**src/rtl/mem_sched_pkg.sv**
```systemverilog
// Shared constants and types for the SDRAM command-port scheduler.
// Instruction codes match the controller user port; the FSM has three phases per burst.
package mem_sched_pkg;

  localparam int unsigned NPORT_DEF      = 4;
  localparam int unsigned MAX_BL_DEF     = 32;
  localparam int unsigned FIFO_DEPTH_DEF = 64;
  localparam int unsigned AW_DEF         = 30;

  localparam int unsigned LEN_W = 16;
  localparam int unsigned BL_W  = 6;

  localparam logic [2:0] INSTR_WR = 3'b000;
  localparam logic [2:0] INSTR_RD = 3'b001;

  typedef enum logic [1:0] {
    ST_ARB    = 2'd0,
    ST_ISSUE  = 2'd1,
    ST_UPDATE = 2'd2
  } state_e;

endpackage

```
**src/rtl/mem_port_scheduler_rr_picker.sv**
```systemverilog
// Rotating-priority picker: first eligible port after the last granted one.
// Purely combinational; last_grant is expected one-hot.
module rr_picker #(
  parameter int unsigned N = 4
) (
  input  logic [N-1:0] eligible,
  input  logic [N-1:0] last_grant,
  output logic [N-1:0] pick,
  output logic         any
);

  localparam int unsigned IW = (N > 1) ? $clog2(N) : 1;

  logic [IW-1:0] base;
  logic [IW-1:0] idx;

  always_comb begin
    base = '0;
    for (int unsigned j = 0; j < N; j++) begin
      if (last_grant[j]) base = IW'(j);
    end
    pick = '0;
    any  = 1'b0;
    idx  = '0;
    for (int unsigned k = 1; k <= N; k++) begin
      idx = IW'((32'(base) + k) % N);
      if (!any && eligible[idx]) begin
        pick[idx] = 1'b1;
        any       = 1'b1;
      end
    end
  end

endmodule

```
**src/rtl/mem_port_scheduler.sv**
```systemverilog
// Shares the SDRAM controller command port among DMA requesters, splitting each
// transfer into bursts and interleaving ports round-robin one burst at a time.
module mem_port_scheduler
  import mem_sched_pkg::*;
#(
  parameter int unsigned NPORT      = NPORT_DEF,
  parameter int unsigned MAX_BL     = MAX_BL_DEF,
  parameter int unsigned FIFO_DEPTH = FIFO_DEPTH_DEF,
  parameter int unsigned AW         = AW_DEF
) (
  input  logic                                    clk,
  input  logic                                    rst,
  input  logic [NPORT-1:0]                        req_valid,
  output logic [NPORT-1:0]                        req_ready,
  input  logic [NPORT-1:0]                        req_we,
  input  logic [NPORT*AW-1:0]                     req_addr,
  input  logic [NPORT*LEN_W-1:0]                  req_len,
  output logic [NPORT-1:0]                        req_done,
  input  logic [NPORT*$clog2(FIFO_DEPTH+1)-1:0]   rd_space,
  input  logic [NPORT*$clog2(FIFO_DEPTH+1)-1:0]   wr_avail,
  output logic                                    mem_cmd_en,
  output logic [2:0]                              mem_cmd_instr,
  output logic [BL_W-1:0]                         mem_cmd_bl,
  output logic [AW-1:0]                           mem_cmd_byte_addr,
  input  logic                                    mem_cmd_full,
  output logic [NPORT-1:0]                        grant,
  output logic                                    busy
);

  localparam int unsigned LW = $clog2(FIFO_DEPTH + 1);

  state_e             state_q, state_d;
  logic [NPORT-1:0]   active_q, active_d;
  logic [NPORT-1:0]   we_q, we_d;
  logic [AW-1:0]      addr_q [NPORT];
  logic [AW-1:0]      addr_d [NPORT];
  logic [LEN_W-1:0]   rem_q [NPORT];
  logic [LEN_W-1:0]   rem_d [NPORT];
  logic [NPORT-1:0]   ready_q, ready_d;
  logic [NPORT-1:0]   done_q, done_d;
  logic [NPORT-1:0]   grant_q, grant_d;
  logic [NPORT-1:0]   last_q, last_d;
  logic               cmd_en_q, cmd_en_d;
  logic [2:0]         instr_q, instr_d;
  logic [BL_W-1:0]    bl_q, bl_d;
  logic [AW-1:0]      caddr_q, caddr_d;
  logic               busy_q, busy_d;

  logic [LEN_W-1:0]   bl_len [NPORT];
  logic [LW-1:0]      lvl [NPORT];
  logic [NPORT-1:0]   elig;
  logic [NPORT-1:0]   pick;
  logic               pick_any;
  logic [LEN_W-1:0]   blw;

  // Burst size and FIFO-level eligibility per port
  always_comb begin
    for (int unsigned i = 0; i < NPORT; i++) begin
      bl_len[i] = (rem_q[i] > LEN_W'(MAX_BL)) ? LEN_W'(MAX_BL) : rem_q[i];
      lvl[i]    = we_q[i] ? wr_avail[i*LW +: LW] : rd_space[i*LW +: LW];
      elig[i]   = active_q[i] && (LEN_W'(lvl[i]) >= bl_len[i]);
    end
  end

  rr_picker #(.N(NPORT)) u_pick (
    .eligible   (elig),
    .last_grant (last_q),
    .pick       (pick),
    .any        (pick_any)
  );

  assign blw = LEN_W'(bl_q) + LEN_W'(1);

  always_comb begin
    state_d  = state_q;
    active_d = active_q;
    we_d     = we_q;
    addr_d   = addr_q;
    rem_d    = rem_q;
    done_d   = '0;
    grant_d  = grant_q;
    last_d   = last_q;
    cmd_en_d = 1'b0;
    instr_d  = instr_q;
    bl_d     = bl_q;
    caddr_d  = caddr_q;

    unique case (state_q)
      ST_ARB: begin
        if (pick_any) begin
          grant_d = pick;
          for (int unsigned i = 0; i < NPORT; i++) begin
            if (pick[i]) begin
              instr_d = we_q[i] ? INSTR_WR : INSTR_RD;
              bl_d    = BL_W'(bl_len[i] - LEN_W'(1));
              caddr_d = addr_q[i];
            end
          end
          state_d = ST_ISSUE;
        end
      end
      ST_ISSUE: begin
        if (!mem_cmd_full) begin
          cmd_en_d = 1'b1;
          last_d   = grant_q;
          state_d  = ST_UPDATE;
        end
      end
      ST_UPDATE: begin
        for (int unsigned i = 0; i < NPORT; i++) begin
          if (grant_q[i]) begin
            addr_d[i] = addr_q[i] + (AW'(blw) << 2);
            rem_d[i]  = rem_q[i] - blw;
            if (rem_q[i] == blw) begin
              active_d[i] = 1'b0;
              done_d[i]   = 1'b1;
            end
          end
        end
        state_d = ST_ARB;
      end
      default: state_d = ST_ARB;
    endcase

    // Zero-length transfers complete immediately without ever going active
    for (int unsigned i = 0; i < NPORT; i++) begin
      if (req_valid[i] && ready_q[i]) begin
        if (req_len[i*LEN_W +: LEN_W] == '0) begin
          done_d[i] = 1'b1;
        end else begin
          active_d[i] = 1'b1;
          we_d[i]     = req_we[i];
          addr_d[i]   = {req_addr[i*AW+2 +: AW-2], 2'b00};
          rem_d[i]    = req_len[i*LEN_W +: LEN_W];
        end
      end
    end

    ready_d = ~active_d;
    busy_d  = (|active_d) || (state_d != ST_ARB);
  end

  always_ff @(posedge clk) begin
    if (rst) begin
      state_q  <= ST_ARB;
      active_q <= '0;
      we_q     <= '0;
      for (int unsigned i = 0; i < NPORT; i++) begin
        addr_q[i] <= '0;
        rem_q[i]  <= '0;
      end
      ready_q  <= '1;
      done_q   <= '0;
      grant_q  <= '0;
      last_q   <= {1'b1, {(NPORT-1){1'b0}}};
      cmd_en_q <= 1'b0;
      instr_q  <= '0;
      bl_q     <= '0;
      caddr_q  <= '0;
      busy_q   <= 1'b0;
    end else begin
      state_q  <= state_d;
      active_q <= active_d;
      we_q     <= we_d;
      addr_q   <= addr_d;
      rem_q    <= rem_d;
      ready_q  <= ready_d;
      done_q   <= done_d;
      grant_q  <= grant_d;
      last_q   <= last_d;
      cmd_en_q <= cmd_en_d;
      instr_q  <= instr_d;
      bl_q     <= bl_d;
      caddr_q  <= caddr_d;
      busy_q   <= busy_d;
    end
  end

  assign req_ready         = ready_q;
  assign req_done          = done_q;
  assign mem_cmd_en        = cmd_en_q;
  assign mem_cmd_instr     = instr_q;
  assign mem_cmd_bl        = bl_q;
  assign mem_cmd_byte_addr = caddr_q;
  assign grant             = grant_q;
  assign busy              = busy_q;

endmodule

```
**config.mk**
```make
export PLATFORM = sky130hd
export DESIGN_NAME = mem_port_scheduler
export DESIGN_NICKNAME = d
export VERILOG_FILES = /design/src/rtl/mem_sched_pkg.sv /design/src/rtl/mem_port_scheduler_rr_picker.sv /design/src/rtl/mem_port_scheduler.sv
export SDC_FILE = /design/constraint.sdc
export NUM_CORES = 1
export LEC_CHECK = 0
export BUFFER_PORTS_ARGS = -buffer_cell sky130_fd_sc_hd__buf_2
export CORE_UTILIZATION = 57
export DETAILED_ROUTE_END_ITERATION = 6
export GPL_ROUTABILITY_DRIVEN = 0
export PLACE_DENSITY = 0.82
export SLEW_MARGIN = 20
export SYNTH_ARGS = -nofsm -noshare
export SYNTH_HDL_FRONTEND = slang
export SYNTH_SLANG_ARGS = --single-unit
```
**constraint.sdc**
```tcl
create_clock -name clk -period 6.84 [get_ports clk]
set_input_delay 0.342 -clock clk [delete_from_list [all_inputs] [get_ports clk]]
set_output_delay 0.342 -clock clk [all_outputs]
set_load 0.02 [all_outputs]
```
==> impl_metrics.sql <==
INSERT INTO impl_metrics (metric_group, metric, value, unit) VALUES
('clocking', 'cts_num_sinks', '238', ''),
('placed_design', 'dp.final_hpwl', '34500', 'um'),
('finish', 'design.final.nets', '2535', ''),
('finish', 'area_delta_synth_final', '16.5', '%'),
('pwr', 'vdd_drop_max', '176', 'uV'),
('timing', 'postLayoutSetupSlackWorst', '540', 'ps'),
('timing', 'max_slew.worst_pin.slew', '1020', 'ps'),
('route', 'mean_number_of_vias_per_cell', '6.18', ''),
('clocking', 'cts-hold-fix-buffers', '0', ''),
('clocking', 'cts_tree', 'yes', ''),
('placed_design', 'placement.io_buffers', '291', ''),
('route', 'dr_wl_met2', '21100', 'um'),
('finish', 'layout.filler_cells', '2264', ''),
('synthesis', 'post-synth-top-area-cell', 'dfxtp_1', ''),
('synthesis', 'yosys.cell_types.count', '82', ''),
('floorplan', 'core_area', '0.0270', 'mm^2'),
('clocking', 'cts.clk_slew.worst_paths', '60', 'ps'),
('pwr', 'p_switching', '2030', 'uW'),
('floorplan', 'pin_count', '304', ''),
('setup_path', 'path_class', 'flip-flop to flip-flop', ''),
('route', 'route.layer.met1.wl', '20700', 'um'),
('route', 'dr.first_iter.drc_count', '1570', ''),
('global_routing', 'grt.overflow.total', '0', ''),
('pwr', 'share_comb_of_total_power', '0.370', ''),
('clocking', 'cts_htree_levels', '1', ''),
('synthesis', 'ys_ff_latch', '238', ''),
('floorplan', 'dieHeight', '168', 'um'),
('clocking', 'cts_root_buffer', 'clkbuf_16', ''),
('setup_path', 'start_kind', 'flip-flop', ''),
('floorplan', 'initial_core_util', '0.583', ''),
('finish', 'layoutNonFillerInstCount', '2546', ''),
('synthesis', 'netlist_top_cells_count', '257 x nor2_1, 238 x dfxtp_1, 191 x nand2_1', ''),
('pwr', 'design_power_total', '5350', 'uW'),
('pwr', 'internal-power', '3320', 'uW'),
('timing', 'setup_viol_count_final', '0', ''),
('timing', 'timing.setup.tns', '0', 'ps'),
('route', 'top_signal_layer_used', 'met4', ''),
('route', 'route.detailed.wl_per_inst', '18.5', 'um'),
('timing', 'timing.max_slew.rel_slack', '0.320', ''),
('timing', 'timing.final.crit_period', '6300', 'ps'),
('global_routing', 'first_global_vias', '14628', ''),
('timing', 'fin_crit_sh', '0.921', ''),
('clocking', 'cts_setup_buffers', '0', ''),
('pwr', 'switching_share', '0.379', ''),
('floorplan', 'placement_rows', '60', ''),
('pwr', 'clock_power_share', '0.302', ''),
('floorplan', 'fp.dieArea', '0.0283', 'mm^2'),
('route', 'post-route-drc-count', '0', ''),
('global_routing', 'antenna_found_initial', '3', ''),
('clocking', 'worst_skew_pair_latency', '550', 'ps'),
('timing', 'rsz0062_at_grt', 'no', ''),
('synthesis', 'post-synth-top-count-cell', 'nor2_1', ''),
('flow_run', 'maxCapViolations', '0', ''),
('setup_path', 'path_max_fanout', '9', ''),
('synthesis', 'ys_seq_area_frac', '0.302', ''),
('route', 'routed-wl-met3', '3800', 'um'),
('synthesis', 'yosys_warnings', '0', ''),
('synthesis', 'netlist_top_cells_area', 'dfxtp_1 30%, ha_1 7.4%, a211oi_1 6.7%', ''),
('pwr', 'p_leak', '0.00750', 'uW'),
('synthesis', 'synth-main-ff-cell', 'dfxtp_1', ''),
('synthesis', 'syn_area', '0.0158', 'mm^2'),
('setup_path', 'crit_required', '7270', 'ps'),
('timing', 'timing_max_transition_violations_final', '0', ''),
('pwr', 'power.share.sequential', '0.328', ''),
('run_status', 'outcome', 'completed', ''),
('placed_design', 'placedCellCount', '2495', ''),
('timing', 'timing.clock.skew', '14.2', 'ps'),
('pwr', 'powerDensity', '292', 'mW/mm^2'),
('timing', 'max_clock_freq', '159', 'MHz'),
('synthesis', 'syn-mean-instance-area', '8.04', 'um^2'),
('floorplan', 'fp.dieW', '168', 'um');
==> final cells by class <==
| class | count | area [um^2] | area share |
|---|---|---|---|
| timing repair buffer | 305 | 1570 | 0.0854 |
| clock buffer | 33 | 738 | 0.0402 |
| sequential | 238 | 4760 | 0.259 |
| inverter | 61 | 229 | 0.0125 |
| clock inverter | 15 | 238 | 0.0129 |
| multi-input combinational | 1550 | 10400 | 0.566 |
| antenna | 3 | 7.51 | 0.000409 |
| tap | 341 | 427 | 0.0232 |
==> worst max-delay path, stage by stage, from the launching register on <==
cell and delay (ps):
dfxtp_1 330, or4_1 550, or3_1 480, a2111oi_4 540, and2_1 260, ha_1 240
nand2b_1 140, a31oi_1 170, o21bai_1 150, a32o_1 330, or2_1 390, a2111oi_4 580
a21o_2 280, mux2_1 400, a222oi_1 430, ha_1 220, inv_1 70, a2111oi_2 350
a2111o_1 200, o211ai_1 70
==> cells in the final DEF, fill, tap and decap left out, types with 14 or more instances in the layout <==
cell	instances
a211oi_1	141
a21o_1	30
a21oi_1	110
a311oi_1	59
and3_1	21
buf_2	290
buf_4	14
clkbuf_16	27
dfxtp_1	238
ha_1	93
inv_1	60
mux2_2	24
mux2i_1	48
nand2_1	191
nand2b_1	15
nand3_1	48
nand4_1	29
nor2_1	257
nor3_1	24
nor4_1	21
o21ai_0	86
o21bai_1	14
or3_1	32
xnor2_1	65
xor2_1	70
==> final timing paths <==
kind,from,to,slack [ps],cells past startpoint
worst min register to register,mem_cmd_instr[0],mem_cmd_instr[0],480,2
worst max-delay path,rem_q[44],mem_cmd_bl[4],540,19
worst max register to register,rem_q[44],mem_cmd_bl[4],540,19
worst min-delay path,req_we[0],we_q[0],30,3
==> through the flow <==
stage / util / cell area [um^2] / hold slack, ps
global placement: 0.643 / 17400 / 464
finish: 0.679 / 18400 / 25.4
detailed placement: 0.643 / 17400 / 466
global route: 0.679 / 18400 / 49.5
floorplan: - / 15800 / 421
CTS: 0.679 / 18300 / 17.5
==> cells by family (layout without fill, tap and decap cells) <==
family / count (synthesis) / count (layout) / synth area share
AOI/OAI and AO/OA: 516 / 516 / 0.230
xor gates and xnor gates: 135 / 135 / 0.0750
adders and majority gates: 101 / 101 / 0.0840
buffers and inverters: 178 / 414 / 0.0456
DFF: 238 / 238 / 0.302
muxes: 75 / 75 / 0.0512
other: 2 / 11 / 0.000476
and+or+nand+nor: 715 / 715 / 0.211
==> state kept, by name (all words and copies together) (netlist names), 2 cells and up <==
signal / flops
addr_q: 112
rem_q: 64
mem_cmd_byte_addr: 28
mem_cmd_bl: 6
active_q: 4
grant: 4
req_done: 4
req_ready: 4
we_q: 4
last_q: 3
state_q: 2
==> timing repair <==
| item | in CTS | in global routing |
|---|---|---|
| gates resized for setup | 0 | 1 |
| endpoints found under the hold margin | 0 | 0 |
| endpoints found under the setup margin | 0 | 1 |
==> per-layer routing <==
metal,vias to the layer above,GRT usage
met4,0,0.126
met5,-,0
li1,7587,-
met1,7307,0.452
met2,714,0.506
met3,116,0.0381
==> power by group through the flow <==
stage	logic [uW]	clock network (uW)	registers [uW]
final	1980	1610	1760
after global routing	2160	1680	1780
after CTS	1940	1620	1750
after detailed placement	1930	0	1780
after global placement	1860	0	1770
after floorplan	1300	0	1830
Note: power is estimated with default switching activity, not from simulation.
